<file path="src/rtl/chip2chip_pkg.sv">
// Shared definitions for the chip-to-chip link: FSM encodings and
// default word width / cycle constants used by both board sides.
package chip2chip_pkg;

  typedef enum logic [1:0] {
    S_IDLE    = 2'b00,
    S_ACK     = 2'b01,
    S_RELEASE = 2'b10
  } state_e;

  localparam int unsigned DATA_W_DEF      = 3;
  localparam int unsigned NOTICE_CYC_DEF  = 100_000_000;
  localparam int unsigned TIMEOUT_CYC_DEF = 200_000_000;

endpackage

</file>
<file path="src/rtl/slave_control_if.sv">
// Handshake and data bundle between the master header pins and the slave board.
// The master modport drives the link lines; the slave modport answers them.
interface slave_control_if
  import chip2chip_pkg::*;
#(
  parameter int unsigned DATA_W = DATA_W_DEF
);

  logic              request;
  logic              valid;
  logic [DATA_W-1:0] data_in;
  logic              ack;
  logic              notice;
  logic [DATA_W-1:0] data_out;
  logic              data_valid;
  logic              timeout;

  modport master (
    output request, valid, data_in,
    input  ack, notice, data_out, data_valid, timeout
  );

  modport slave (
    input  request, valid, data_in,
    output ack, notice, data_out, data_valid, timeout
  );

endinterface

</file>
<file path="src/rtl/pulse_timer.sv">
// Retriggerable cycle timer: busy stays high for exactly CYC cycles after start,
// done flags the final busy cycle. The count saturates instead of wrapping.
module pulse_timer #(
  parameter int unsigned CYC = 10
) (
  input  logic clk,
  input  logic rst_n,
  input  logic start,
  output logic busy,
  output logic done
);

  localparam int unsigned CNT_W = $clog2(CYC + 1);

  logic [CNT_W-1:0] count_q;
  logic             busy_q;

  // A start always reloads, so a retrigger while running restarts the full window.
  always_ff @(posedge clk) begin
    if (!rst_n) begin
      count_q <= '0;
      busy_q  <= 1'b0;
    end else if (start) begin
      count_q <= CNT_W'(1);
      busy_q  <= 1'b1;
    end else if (busy_q) begin
      if (count_q == CNT_W'(CYC)) begin
        busy_q <= 1'b0;
      end else begin
        count_q <= count_q + CNT_W'(1);
      end
    end
  end

  assign busy = busy_q;
  assign done = busy_q && (count_q == CNT_W'(CYC));

endmodule

</file>
<file path="src/rtl/slave_control.sv">
// Slave side of the chip-to-chip handshake: synchronizes the link lines, answers
// request/ack/valid and captures the word. Optional S_ACK abort: SLAVE_TIMEOUT_EN.
module slave_control
  import chip2chip_pkg::*;
#(
  parameter int unsigned DATA_W      = DATA_W_DEF,
  parameter int unsigned NOTICE_CYC  = NOTICE_CYC_DEF,
  parameter int unsigned TIMEOUT_CYC = TIMEOUT_CYC_DEF
) (
  input  logic           clk,
  input  logic           rst_n,
  slave_control_if.slave bus
);

  logic              reqMeta_q, reqSync_q;
  logic              validMeta_q, validSync_q;
  logic [DATA_W-1:0] dataMeta_q, dataSync_q;

  state_e            state_q;
  logic              ack_q;
  logic [DATA_W-1:0] dataOut_q;
  logic              dataValid_q;
  logic              acceptReq;
  logic              noticeBusy;
  logic              unusedNoticeDone;

  // Data shares the valid path's two stages so both arrive on the same edge.
  always_ff @(posedge clk) begin
    if (!rst_n) begin
      reqMeta_q   <= 1'b0;
      reqSync_q   <= 1'b0;
      validMeta_q <= 1'b0;
      validSync_q <= 1'b0;
      dataMeta_q  <= '0;
      dataSync_q  <= '0;
    end else begin
      reqMeta_q   <= bus.request;
      reqSync_q   <= reqMeta_q;
      validMeta_q <= bus.valid;
      validSync_q <= validMeta_q;
      dataMeta_q  <= bus.data_in;
      dataSync_q  <= dataMeta_q;
    end
  end

  assign acceptReq = (state_q == S_IDLE) && reqSync_q && !validSync_q;

  pulse_timer #(.CYC(NOTICE_CYC)) u_notice_timer (
    .clk   (clk),
    .rst_n (rst_n),
    .start (acceptReq),
    .busy  (noticeBusy),
    .done  (unusedNoticeDone)
  );

`ifdef SLAVE_TIMEOUT_EN
  logic timeout_q;
  logic timeoutDone;
  logic unusedTimeoutBusy;

  pulse_timer #(.CYC(TIMEOUT_CYC)) u_timeout_timer (
    .clk   (clk),
    .rst_n (rst_n),
    .start (acceptReq),
    .busy  (unusedTimeoutBusy),
    .done  (timeoutDone)
  );

  assign bus.timeout = timeout_q;
`else
  localparam int unsigned unusedTimeoutCyc = TIMEOUT_CYC;

  assign bus.timeout = 1'b0;
`endif

  // An abort still passes through S_RELEASE so a late valid cannot be re-accepted.
  always_ff @(posedge clk) begin
    if (!rst_n) begin
      state_q     <= S_IDLE;
      ack_q       <= 1'b0;
      dataOut_q   <= '0;
      dataValid_q <= 1'b0;
`ifdef SLAVE_TIMEOUT_EN
      timeout_q   <= 1'b0;
`endif
    end else begin
      dataValid_q <= 1'b0;
`ifdef SLAVE_TIMEOUT_EN
      timeout_q   <= 1'b0;
`endif
      case (state_q)
        S_IDLE: begin
          if (acceptReq) begin
            state_q <= S_ACK;
            ack_q   <= 1'b1;
          end
        end
        S_ACK: begin
          if (validSync_q) begin
            dataOut_q   <= dataSync_q;
            dataValid_q <= 1'b1;
            ack_q       <= 1'b0;
            state_q     <= S_RELEASE;
          end
`ifdef SLAVE_TIMEOUT_EN
          else if (timeoutDone) begin
            ack_q     <= 1'b0;
            timeout_q <= 1'b1;
            state_q   <= S_RELEASE;
          end
`endif
        end
        S_RELEASE: begin
          if (!validSync_q) begin
            state_q <= S_IDLE;
          end
        end
        default: begin
          state_q <= S_IDLE;
          ack_q   <= 1'b0;
        end
      endcase
    end
  end

  assign bus.ack        = ack_q;
  assign bus.notice     = noticeBusy;
  assign bus.data_out   = dataOut_q;
  assign bus.data_valid = dataValid_q;

endmodule

</file>
<file path="src/flat_wrapper.sv">
// flat-port wrapper written by rule: the top's interface ports become plain ports
module slave_control_flat import chip2chip_pkg::*;
#(
  parameter int unsigned DATA_W      = DATA_W_DEF,
  parameter int unsigned NOTICE_CYC  = NOTICE_CYC_DEF,
  parameter int unsigned TIMEOUT_CYC = TIMEOUT_CYC_DEF
)
  (clk, rst_n, bus_request, bus_valid, bus_data_in, bus_ack, bus_notice, bus_data_out, bus_data_valid, bus_timeout);
  slave_control_if #(.DATA_W(DATA_W)) bus_i ();
  input  logic clk;
  input  logic rst_n;
  input wire logic [$bits(bus_i.request)-1:0] bus_request;
  input wire logic [$bits(bus_i.valid)-1:0] bus_valid;
  input wire logic [$bits(bus_i.data_in)-1:0] bus_data_in;
  output wire logic [$bits(bus_i.ack)-1:0] bus_ack;
  output wire logic [$bits(bus_i.notice)-1:0] bus_notice;
  output wire logic [$bits(bus_i.data_out)-1:0] bus_data_out;
  output wire logic [$bits(bus_i.data_valid)-1:0] bus_data_valid;
  output wire logic [$bits(bus_i.timeout)-1:0] bus_timeout;
  assign bus_i.request = bus_request;
  assign bus_i.valid = bus_valid;
  assign bus_i.data_in = bus_data_in;
  assign bus_ack = bus_i.ack;
  assign bus_notice = bus_i.notice;
  assign bus_data_out = bus_i.data_out;
  assign bus_data_valid = bus_i.data_valid;
  assign bus_timeout = bus_i.timeout;
  slave_control #(.DATA_W(DATA_W), .NOTICE_CYC(NOTICE_CYC), .TIMEOUT_CYC(TIMEOUT_CYC)) u_core (.clk(clk), .rst_n(rst_n), .bus(bus_i));
endmodule
</file>
<file path="config.mk">
export PLATFORM = sky130hd
export DESIGN_NAME = slave_control_flat
export DESIGN_NICKNAME = d
export VERILOG_FILES = /design/src/rtl/chip2chip_pkg.sv /design/src/rtl/slave_control_if.sv /design/src/rtl/pulse_timer.sv /design/src/rtl/slave_control.sv /design/src/flat_wrapper.sv
export SDC_FILE = /design/constraint.sdc
export NUM_CORES = 1
export LEC_CHECK = 0
export ABC_CLOCK_PERIOD_IN_PS = 2070
export BUFFER_PORTS_ARGS = -buffer_cell sky130_fd_sc_hd__buf_2
export CORE_UTILIZATION = 40
export CTS_BUF_LIST = sky130_fd_sc_hd__clkbuf_4 sky130_fd_sc_hd__clkbuf_8
export DETAILED_ROUTE_END_ITERATION = 12
export PLACE_DENSITY_LB_ADDON = 0.05
export SYNTH_ARGS = -nofsm -noshare
export SYNTH_HDL_FRONTEND = slang
export SYNTH_HIERARCHICAL = 1
export SYNTH_SLANG_ARGS = --single-unit
</file>
<file path="constraint.sdc">
create_clock -name clk -period 2.07 [get_ports clk]
set_input_delay 0.3105 -clock clk [delete_from_list [all_inputs] [get_ports clk]]
set_output_delay 0.3105 -clock clk [all_outputs]
set_load 0.01 [all_outputs]
</file>
==> impl_metrics.csv, run 1 <==
group,metric,value,unit
floorplan,core.rowCount,25,
power_and_ir_drop,cellPowerDensity,667,nW/um^2
place,dp_hpwl,2950,um
layout,drive_gt1_frac,0.167,
worst_setup_path,startpoint,"u_core/u_notice_timer/count_q[0]",
worst_setup_path,endpoint_kind,"flop",
global_routing,antenna_found_initial,0,
worst_setup_path,crit_path_end,"u_core/u_notice_timer/count_q[24]",
floorplan,fp.dieH,73.2,um
global_routing,grt_use_total,0.170,
worst_hold_path,hp-class,"primary input to flop",
layout,fin_nets,254,
logic_synthesis,synth-warning-count,6,
clock_tree,clk_pin_slew,0.09,ns
sta,layout_worst_path_cycle_share,0.955,
place,place_congestion,0.820,
worst_setup_path,r2r_end,"u_core/u_notice_timer/count_q[24]",
clock_tree,clkLatencyLatePin,0.30,ns
floorplan,die_w,73.2,um
floorplan,dieArea,5360,sq um
drt,routedWlPerCell,13.6,um
power_and_ir_drop,p_leak,0.000854,uW
worst_setup_path,required,2.31,ns
worst_setup_path,critPathKind,"flop to flop",
floorplan,io_pins,14,
drt,wl,4260,um
logic_synthesis,avgSynthCellArea,9.09,sq um
worst_setup_path,critPathMaxFanout,6,
drt,drc,0,
global_routing,grt_pass1_vias,1546,
clock_tree,tritoncts,"built",
logic_synthesis,synth_nets,232,
power_and_ir_drop,ir_drop,309,uV
global_routing,gr-total-overflow,0,
layout,final_area,2330,sq um
sta,final-max-slew-violation-count,0,
worst_setup_path,crit_path_max_incr_delay,0.61,ns
clock_tree,clockBufferDepth,2,
worst_setup_path,reg2reg_from,"u_core/u_notice_timer/count_q[0]",
clock_tree,clkSinkCount,45,
outcome,status,"finished clean",
sta,finalHoldViolations,0,
global_routing,grt_max_degree,25,
drt,vias,1692,
sta,finalWorstPathRequiredPeriod,1.98,ns
drt,drtAntennaViolNets,0,
clock_tree,htreeDepth,2,
worst_setup_path,path_cells,"ha_2 > nand4_4 > or4_4 > or4_1 > a21oi_1",
clock_tree,numCtsBuffers,5,
worst_setup_path,critPathSlowestCell,"or4_4",
sta,rsz0062_at_grt,"false",
sta,skew,0.0150,ns
logic_synthesis,synth_area,2030,sq um
place,port-buffer-count,12,
clock_tree,cts_root_buf,"clkbuf_8",
power_and_ir_drop,finalPower,1550,uW
floorplan,core,4790,sq um
place,dpl_cell_area,2200,sq um
sta,timing.fmax,0.506,GHz
global_routing,grt_pass1_wl,7000,um
worst_setup_path,crit_arrival,2.22,ns
drt,drtIter0Drc,120,
worst_setup_path,reg2reg_depth,5,
floorplan,start_util,0.424,
sta,fin_tns_setup,0,ns
logic_synthesis,syn_inst,223,
layout,area_growth,14.8,%
layout,diodes,0,
flow_run,cap_violations,0,
drt,first_pass_iters,4,
sta,setup_viol,0,
worst_setup_path,start_kind,"flop",
clock_tree,holdBufCountCts,0,
worst_setup_path,regToRegSetupSlack,0.09,ns
drt,vias_per_cell,5.41,
## critical path, delay by kind of cell, from the launching register on
family / cells / cell delay (ns)
simple gates: 3 / 1.23
flops: 1 / 0.35
fa+ha+maj: 1 / 0.21
compound gates: 1 / 0.15
## through the flow
step	setup WS [ns]	cells	hold WS (ns)	util
floorplan	0.136	223	0.412	-
global placement	0.0975	303	0.417	0.460
detailed placement	0.0500	303	0.421	0.460
CTS	0.0369	311	0.214	0.481
global route	0.0110	313	0.223	0.486
finish	0.0931	313	0.222	0.486
## registers in the layout (all words and copies together), names as in the netlist
register,flops
u_core/reqMeta_q,1
u_core/bus.ack,1
u_core/u_notice_timer/count_q,27
u_core/state_q,2
u_core/bus.data_valid,1
u_core/u_notice_timer/busy,1
u_core/validSync_q,1
u_core/reqSync_q,1
u_core/dataSync_q,3
u_core/validMeta_q,1
u_core/dataMeta_q,3
u_core/bus.data_out,3
## layout by cell type (no fill, tap or decap), types with 2 or more instances in the layout
master    count
buf_4        13
nand2b_1      4
and2_1       11
dfxtp_1      44
nand4_1       3
clkbuf_8      7
nor3_1        2
or4_4         2
nor3b_1       2
o31ai_1       9
and3_1        5
buf_2        12
mux2i_1       7
o21ai_0       8
or3_1         6
or4_1         8
inv_1         5
a21oi_1      15
xor2_1        4
and4_1        8
nor4b_1       2
nand2_1      25
nor2_1       12
xnor2_1       3
nand3_1       7
## worst min-delay path by stage
stage | startpoint | endpoint | slack (ns) | cells after the start
2_1_floorplan | u_core/dataMeta_q[0] | u_core/dataSync_q[0] | 0.41 | 1
3_3_place_gp | u_core/validMeta_q | u_core/validSync_q | 0.42 | 1
3_5_place_dp | u_core/dataMeta_q[0] | u_core/dataSync_q[0] | 0.42 | 1
4_1_cts | bus_request | u_core/reqMeta_q | 0.21 | 2
5_1_grt | bus_valid | u_core/validMeta_q | 0.22 | 2
6_report | bus_request | u_core/reqMeta_q | 0.22 | 2
## timing repair
item,CTS,global route
endpoints found under the setup margin,0,3
resized for setup,0,3
buffers inserted,0,1
## report_power, final
group	switching (uW)	total, uW	internal (uW)
clock	294	596	302
combinational	38.4	69.7	31.3
sequential	7.62	887	879
## metal layers
| layer | vias to the layer above | GRT usage | share of wire | wire [um] |
|---|---|---|---|---|
| li1 | 851 | - | - | - |
| met1 | 793 | 0.222 | 0.49 | 2090 |
| met2 | 38 | 0.275 | 0.45 | 1910 |
| met3 | 10 | 0.0373 | 0.042 | 178 |
| met4 | 0 | 0.0588 | 0.017 | 74 |
| met5 | - | 0 | 0 | 0 |
## area by class of cell
class | instances | area (sq um)
clock buffers | 7 | 96.3
clock inverters | 1 | 5.00
fillers | 474 | 2460
inverters | 5 | 18.8
multi-input cells | 163 | 1060
flip-flops and latches | 45 | 902
well taps | 67 | 83.8
repair buffers | 25 | 158
(Power assumes the default switching activity.)
==> run 2, diff against run 1 <==
--- a/config.mk
+++ b/config.mk
@@ -10,6 +10,7 @@
 export CORE_UTILIZATION = 40
 export CTS_BUF_LIST = sky130_fd_sc_hd__clkbuf_4 sky130_fd_sc_hd__clkbuf_8
 export DETAILED_ROUTE_END_ITERATION = 12
+export MAX_ROUTING_LAYER = met4
 export PLACE_DENSITY_LB_ADDON = 0.05
 export SYNTH_ARGS = -nofsm -noshare
 export SYNTH_HDL_FRONTEND = slang
==> impl_metrics.csv, run 2 (synthesis results as in run 1) <==
group,metric,value,unit
worst_setup_path,path_cells,"ha_2 > nand4_4 > or4_4 > buf_4 > or3_1 > a21oi_1",
sta,rsz0062_at_grt,"false",
floorplan,io_pins,14,
power_and_ir_drop,finalPower,1550,uW
drt,wl,4150,um
global_routing,antenna_found_initial,0,
sta,skew,0.0124,ns
place,place_congestion,0.832,
global_routing,gr-total-overflow,0,
drt,routedWlPerCell,13.2,um
drt,drc,0,
clock_tree,cts_root_buf,"clkbuf_8",
layout,area_growth,14.9,%
sta,finalHoldViolations,0,
clock_tree,htreeDepth,2,
drt,drtIter0Drc,91,
floorplan,dieArea,5360,sq um
worst_setup_path,crit_path_max_incr_delay,0.60,ns
floorplan,fp.dieH,73.2,um
global_routing,grt_max_degree,25,
drt,vias,1658,
worst_setup_path,crit_arrival,2.21,ns
drt,first_pass_iters,4,
worst_hold_path,hp-class,"primary input to flop",
power_and_ir_drop,cellPowerDensity,664,nW/um^2
place,port-buffer-count,12,
power_and_ir_drop,ir_drop,309,uV
sta,setup_viol,0,
global_routing,grt_pass1_vias,1557,
worst_setup_path,regToRegSetupSlack,0.09,ns
layout,drive_gt1_frac,0.170,
layout,fin_nets,255,
worst_setup_path,critPathSlowestCell,"or4_4",
clock_tree,numCtsBuffers,5,
floorplan,core,4790,sq um
layout,final_common_cell,"dfxtp_1",
global_routing,grt_pass1_wl,6960,um
worst_setup_path,critPathKind,"flop to flop",
layout,final_cell_mix,"dfxtp_1, nand2_1, buf_4, a21oi_1",
worst_setup_path,required,2.30,ns
floorplan,core.rowCount,25,
outcome,status,"finished clean",
layout,largest-register,"u_core/u_notice_timer/count_q",
worst_setup_path,critPathMaxFanout,8,
clock_tree,clkSinkCount,45,
worst_setup_path,endpoint_kind,"flop",
clock_tree,holdBufCountCts,0,
floorplan,die_w,73.2,um
place,dp_hpwl,2950,um
worst_setup_path,start_kind,"flop",
drt,drtAntennaViolNets,0,
layout,diodes,0,
clock_tree,clk_pin_slew,0.09,ns
layout,largest_reg_flops,27,
global_routing,grt_use_total,0.174,
sta,finalWorstPathRequiredPeriod,1.98,ns
clock_tree,clkLatencyLatePin,0.30,ns
sta,fin_tns_setup,0,ns
sta,timing.fmax,0.506,GHz
floorplan,start_util,0.424,
clock_tree,clockBufferDepth,2,
sta,final-max-slew-violation-count,0,
drt,vias_per_cell,5.28,
flow_run,cap_violations,0,
power_and_ir_drop,p_leak,0.000860,uW
clock_tree,tritoncts,"built",
sta,layout_worst_path_cycle_share,0.955,
run 2: routing by layer:
metal  routed length, um  vias to the layer above  GRT usage  part of all wire
li1                    -                      849          -                 -
met1                2150                      789      0.220              0.52
met2                1870                       15      0.275              0.45
met3                  76                        5     0.0373             0.018
met4                  53                        0     0.0588             0.013
met5                   0                        -          -                 0
run 2: report_power, final:
group,total (uW),internal [uW],switching (uW)
clock,591,302,289
sequential,887,879,7.68
combinational,69.5,31.3,38.2
total,1550,1210,335
run 2: layout make-up:
class | count | area (sq um)
Multi-Input combinational cell | 162 | 1050
Tap cell | 67 | 83.8
Timing Repair Buffer | 27 | 173
Clock inverter | 1 | 5.00
Sequential cell | 45 | 902
Inverter | 5 | 18.8
Clock buffer | 7 | 96.3
Fill cell | 474 | 2460
run 2: path summary, 6_finish.rpt:
| kind | from | endpoint | depth (start not counted) |
|---|---|---|---|
| worst max-delay path | u_core/u_notice_timer/count_q[0] | u_core/u_notice_timer/count_q[12] | 6 |
| worst max register to register | u_core/u_notice_timer/count_q[0] | u_core/u_notice_timer/count_q[12] | 6 |
| worst min-delay path | bus_request | u_core/reqMeta_q | 2 |
| worst min register to register | u_core/reqMeta_q | u_core/reqSync_q | 1 |
run 2: what timing repair did:
item,4_1_cts,5_1_grt
setup endpoints to repair,0,3
setup buffers,0,3
resized for setup,0,4
run 2: critical path, delay by kind of cell, from the launching register on:
family / cells / cell delay, ns
AOI/OAI and AO/OA: 1 / 0.16
DFF: 1 / 0.35
and+or+nand+nor: 3 / 1.00
buffers and inverters: 1 / 0.19
adders and majority gates: 1 / 0.21
run 2: through the flow:
stage / utilization / area (sq um) / cells / setup slack, ns / hold slack [ns]
final: 0.487 / 2330 / 314 / 0.0928 / 0.223
after global routing: 0.487 / 2330 / 314 / 0.00868 / 0.221
after CTS: 0.481 / 2300 / 311 / 0.0369 / 0.214
after detailed placement: 0.460 / 2200 / 303 / 0.0500 / 0.421
after global placement: 0.460 / 2200 / 303 / 0.0975 / 0.417
after floorplan: - / 2030 / 223 / 0.136 / 0.412
==> run 3, diff against run 2 <==
--- a/config.mk
+++ b/config.mk
@@ -5,7 +5,7 @@
 export SDC_FILE = /design/constraint.sdc
 export NUM_CORES = 1
 export LEC_CHECK = 0
-export ABC_CLOCK_PERIOD_IN_PS = 2070
+export ABC_CLOCK_PERIOD_IN_PS = 2300
 export BUFFER_PORTS_ARGS = -buffer_cell sky130_fd_sc_hd__buf_2
 export CORE_UTILIZATION = 40
 export CTS_BUF_LIST = sky130_fd_sc_hd__clkbuf_4 sky130_fd_sc_hd__clkbuf_8
==> constraint.sdc (replaced) <==
create_clock -name clk -period 2.3 [get_ports clk]
set_input_delay 0.345 -clock clk [delete_from_list [all_inputs] [get_ports clk]]
set_output_delay 0.345 -clock clk [all_outputs]
set_load 0.01 [all_outputs]
==> impl_metrics.csv, run 3 (synthesis results as in run 1) <==
group,metric,value,unit
outcome,status,"finished clean",
power_and_ir_drop,ir_drop,345,uV
clock_tree,htreeDepth,2,
floorplan,fp.dieH,73.2,um
drt,routedWlPerCell,13.2,um
place,dpl_cell_area,2140,sq um
worst_setup_path,r2r_end,"u_core/u_notice_timer/count_q[16]",
floorplan,die_w,73.2,um
clock_tree,clkLatencyLatePin,0.29,ns
sta,final-max-slew-violation-count,0,
drt,drc,0,
layout,final_common_cell,"dfxtp_1",
power_and_ir_drop,p_leak,0.000818,uW
power_and_ir_drop,clkPwrFrac,0.379,
layout,fin_nets,247,
sta,layout_worst_path_cycle_share,0.938,
floorplan,dieArea,5360,sq um
power_and_ir_drop,seq_power_share,0.581,
worst_setup_path,reg2reg_from,"u_core/u_notice_timer/count_q[0]",
power_and_ir_drop,switching_share,0.211,
sta,rsz0062_at_grt,"false",
worst_setup_path,path_depth,5,
clock_tree,holdBufCountCts,0,
worst_setup_path,critPathKind,"flop to flop",
worst_setup_path,critPathSlowestCell,"or4_4",
worst_hold_path,hold_start,"bus_request",
global_routing,antenna_found_initial,0,
clock_tree,tritoncts,"built",
sta,timing.fmax,0.463,GHz
clock_tree,clkSinkCount,45,
worst_setup_path,critPathTopFamily,"simple AND/OR/NAND/NOR gates",
global_routing,grt_pass1_vias,1537,
worst_setup_path,path_cells,"ha_2 > nand4_4 > or4_4 > or4_1 > a21oi_1",
clock_tree,clk_pin_slew,0.08,ns
sta,worstMarginPinSlew,0.747,ns
power_and_ir_drop,cellPowerDensity,607,nW/um^2
worst_setup_path,reg2reg_depth,5,
sta,slew_headroom,0.501,
clock_tree,numCtsBuffers,5,
worst_setup_path,crit_path_end,"u_core/u_notice_timer/count_q[16]",
drt,vias,1652,
sta,finalWorstPathRequiredPeriod,2.16,ns
floorplan,start_util,0.424,
worst_setup_path,crit_arrival,2.38,ns
sta,skew,0.00591,ns
place,place_congestion,0.760,
worst_hold_path,hp-class,"primary input to flop",
layout,final_area,2270,sq um
worst_setup_path,endpoint_kind,"flop",
clock_tree,cts_root_buf,"clkbuf_8",
global_routing,grt_use_total,0.172,
drt,vias_per_cell,5.40,
drt,drtAntennaViolNets,0,
place,dp_hpwl,2870,um
worst_setup_path,startpoint,"u_core/u_notice_timer/count_q[0]",
place,port-buffer-count,12,
power_and_ir_drop,intPower,1090,uW
floorplan,core.rowCount,25,
sta,finalHoldViolations,0,
worst_setup_path,cp_num_buf_inv,0,
layout,diodes,0,
layout,area_growth,11.9,%
global_routing,grt_pass1_wl,6900,um
worst_setup_path,required,2.52,ns
drt,first_pass_iters,4,
floorplan,core,4790,sq um
drt,wl,4040,um
sta,fin_tns_setup,0,ns
worst_setup_path,crit_path_max_incr_delay,0.64,ns
floorplan,io_pins,14,
sta,setup_viol,0,
clock_tree,clockBufferDepth,2,
flow_run,cap_violations,0,
layout,final_cell_mix,"dfxtp_1, nand2_1, a21oi_1",
worst_setup_path,critPathMaxFanout,11,
layout,largest-register,"u_core/u_notice_timer/count_q",
layout,largest_reg_flops,27,
worst_setup_path,start_kind,"flop",
global_routing,gr-total-overflow,0,
global_routing,grt_max_degree,25,
power_and_ir_drop,p_comb_frac,0.040,
layout,drive_gt1_frac,0.138,
drt,drtIter0Drc,112,
worst_setup_path,regToRegSetupSlack,0.14,ns
power_and_ir_drop,p_sw,291,uW
-- run 3: cell count changes in the layout (fill, tap and decap cells not counted), sizes merged --
cell / change
buf: -8
-- run 3: per-layer routing --
metal | global-route usage | up-vias | part of all wire
met1 | 0.216 | 788 | 0.49
met5 | - | - | 0
li1 | - | 834 | -
met2 | 0.276 | 25 | 0.46
met4 | 0.0523 | 0 | 0.0084
met3 | 0.0373 | 5 | 0.036
-- run 3: worst min path at each step --
stage                                       to  cells past startpoint
final                         u_core/reqMeta_q                      2
after global routing        u_core/validMeta_q                      2
after CTS                     u_core/reqMeta_q                      2
after detailed placement      u_core/reqSync_q                      1
after global placement    u_core/dataSync_q[1]                      1
after floorplan           u_core/dataSync_q[0]                      1
-- run 3: final cells by class --
cell class,instances,area [sq um]
Tap cell,67,83.8
Fill cell,475,2520
Clock buffer,7,96.3
Inverter,5,18.8
Clock inverter,1,5.00
Timing Repair Buffer,19,113
Multi-Input combinational cell,162,1050
Sequential cell,45,901
-- run 3: power by group through the flow --
stage               registers, uW  clock network [uW]  logic [uW]
finish                        800                 523        54.8
global route                  802                 570        62.2
CTS                           800                 545        55.8
detailed placement            819                   0        55.5
global placement              818                   0        53.3
floorplan                     818                   0        37.4
-- run 3: repair_timing --
item                                    CTS  global route
endpoints found under the hold margin     0             0
setup buffers                             0             3
gates resized for setup                   0             1
endpoints found under the setup margin    0             2
-- run 3: through the flow --
| step | power [uW] | setup WS, ns | instances | util | hold WS (ns) |
|---|---|---|---|---|---|
| final | 1380 | 0.142 | 306 | 0.474 | 0.263 |
| after global routing | 1440 | 0.00412 | 306 | 0.474 | 0.261 |
| after CTS | 1400 | 0.116 | 303 | 0.469 | 0.256 |
| after detailed placement | 874 | 0.148 | 295 | 0.448 | 0.423 |
| after global placement | 871 | 0.214 | 295 | 0.448 | 0.417 |
| after floorplan | 855 | 0.366 | 223 | - | 0.412 |
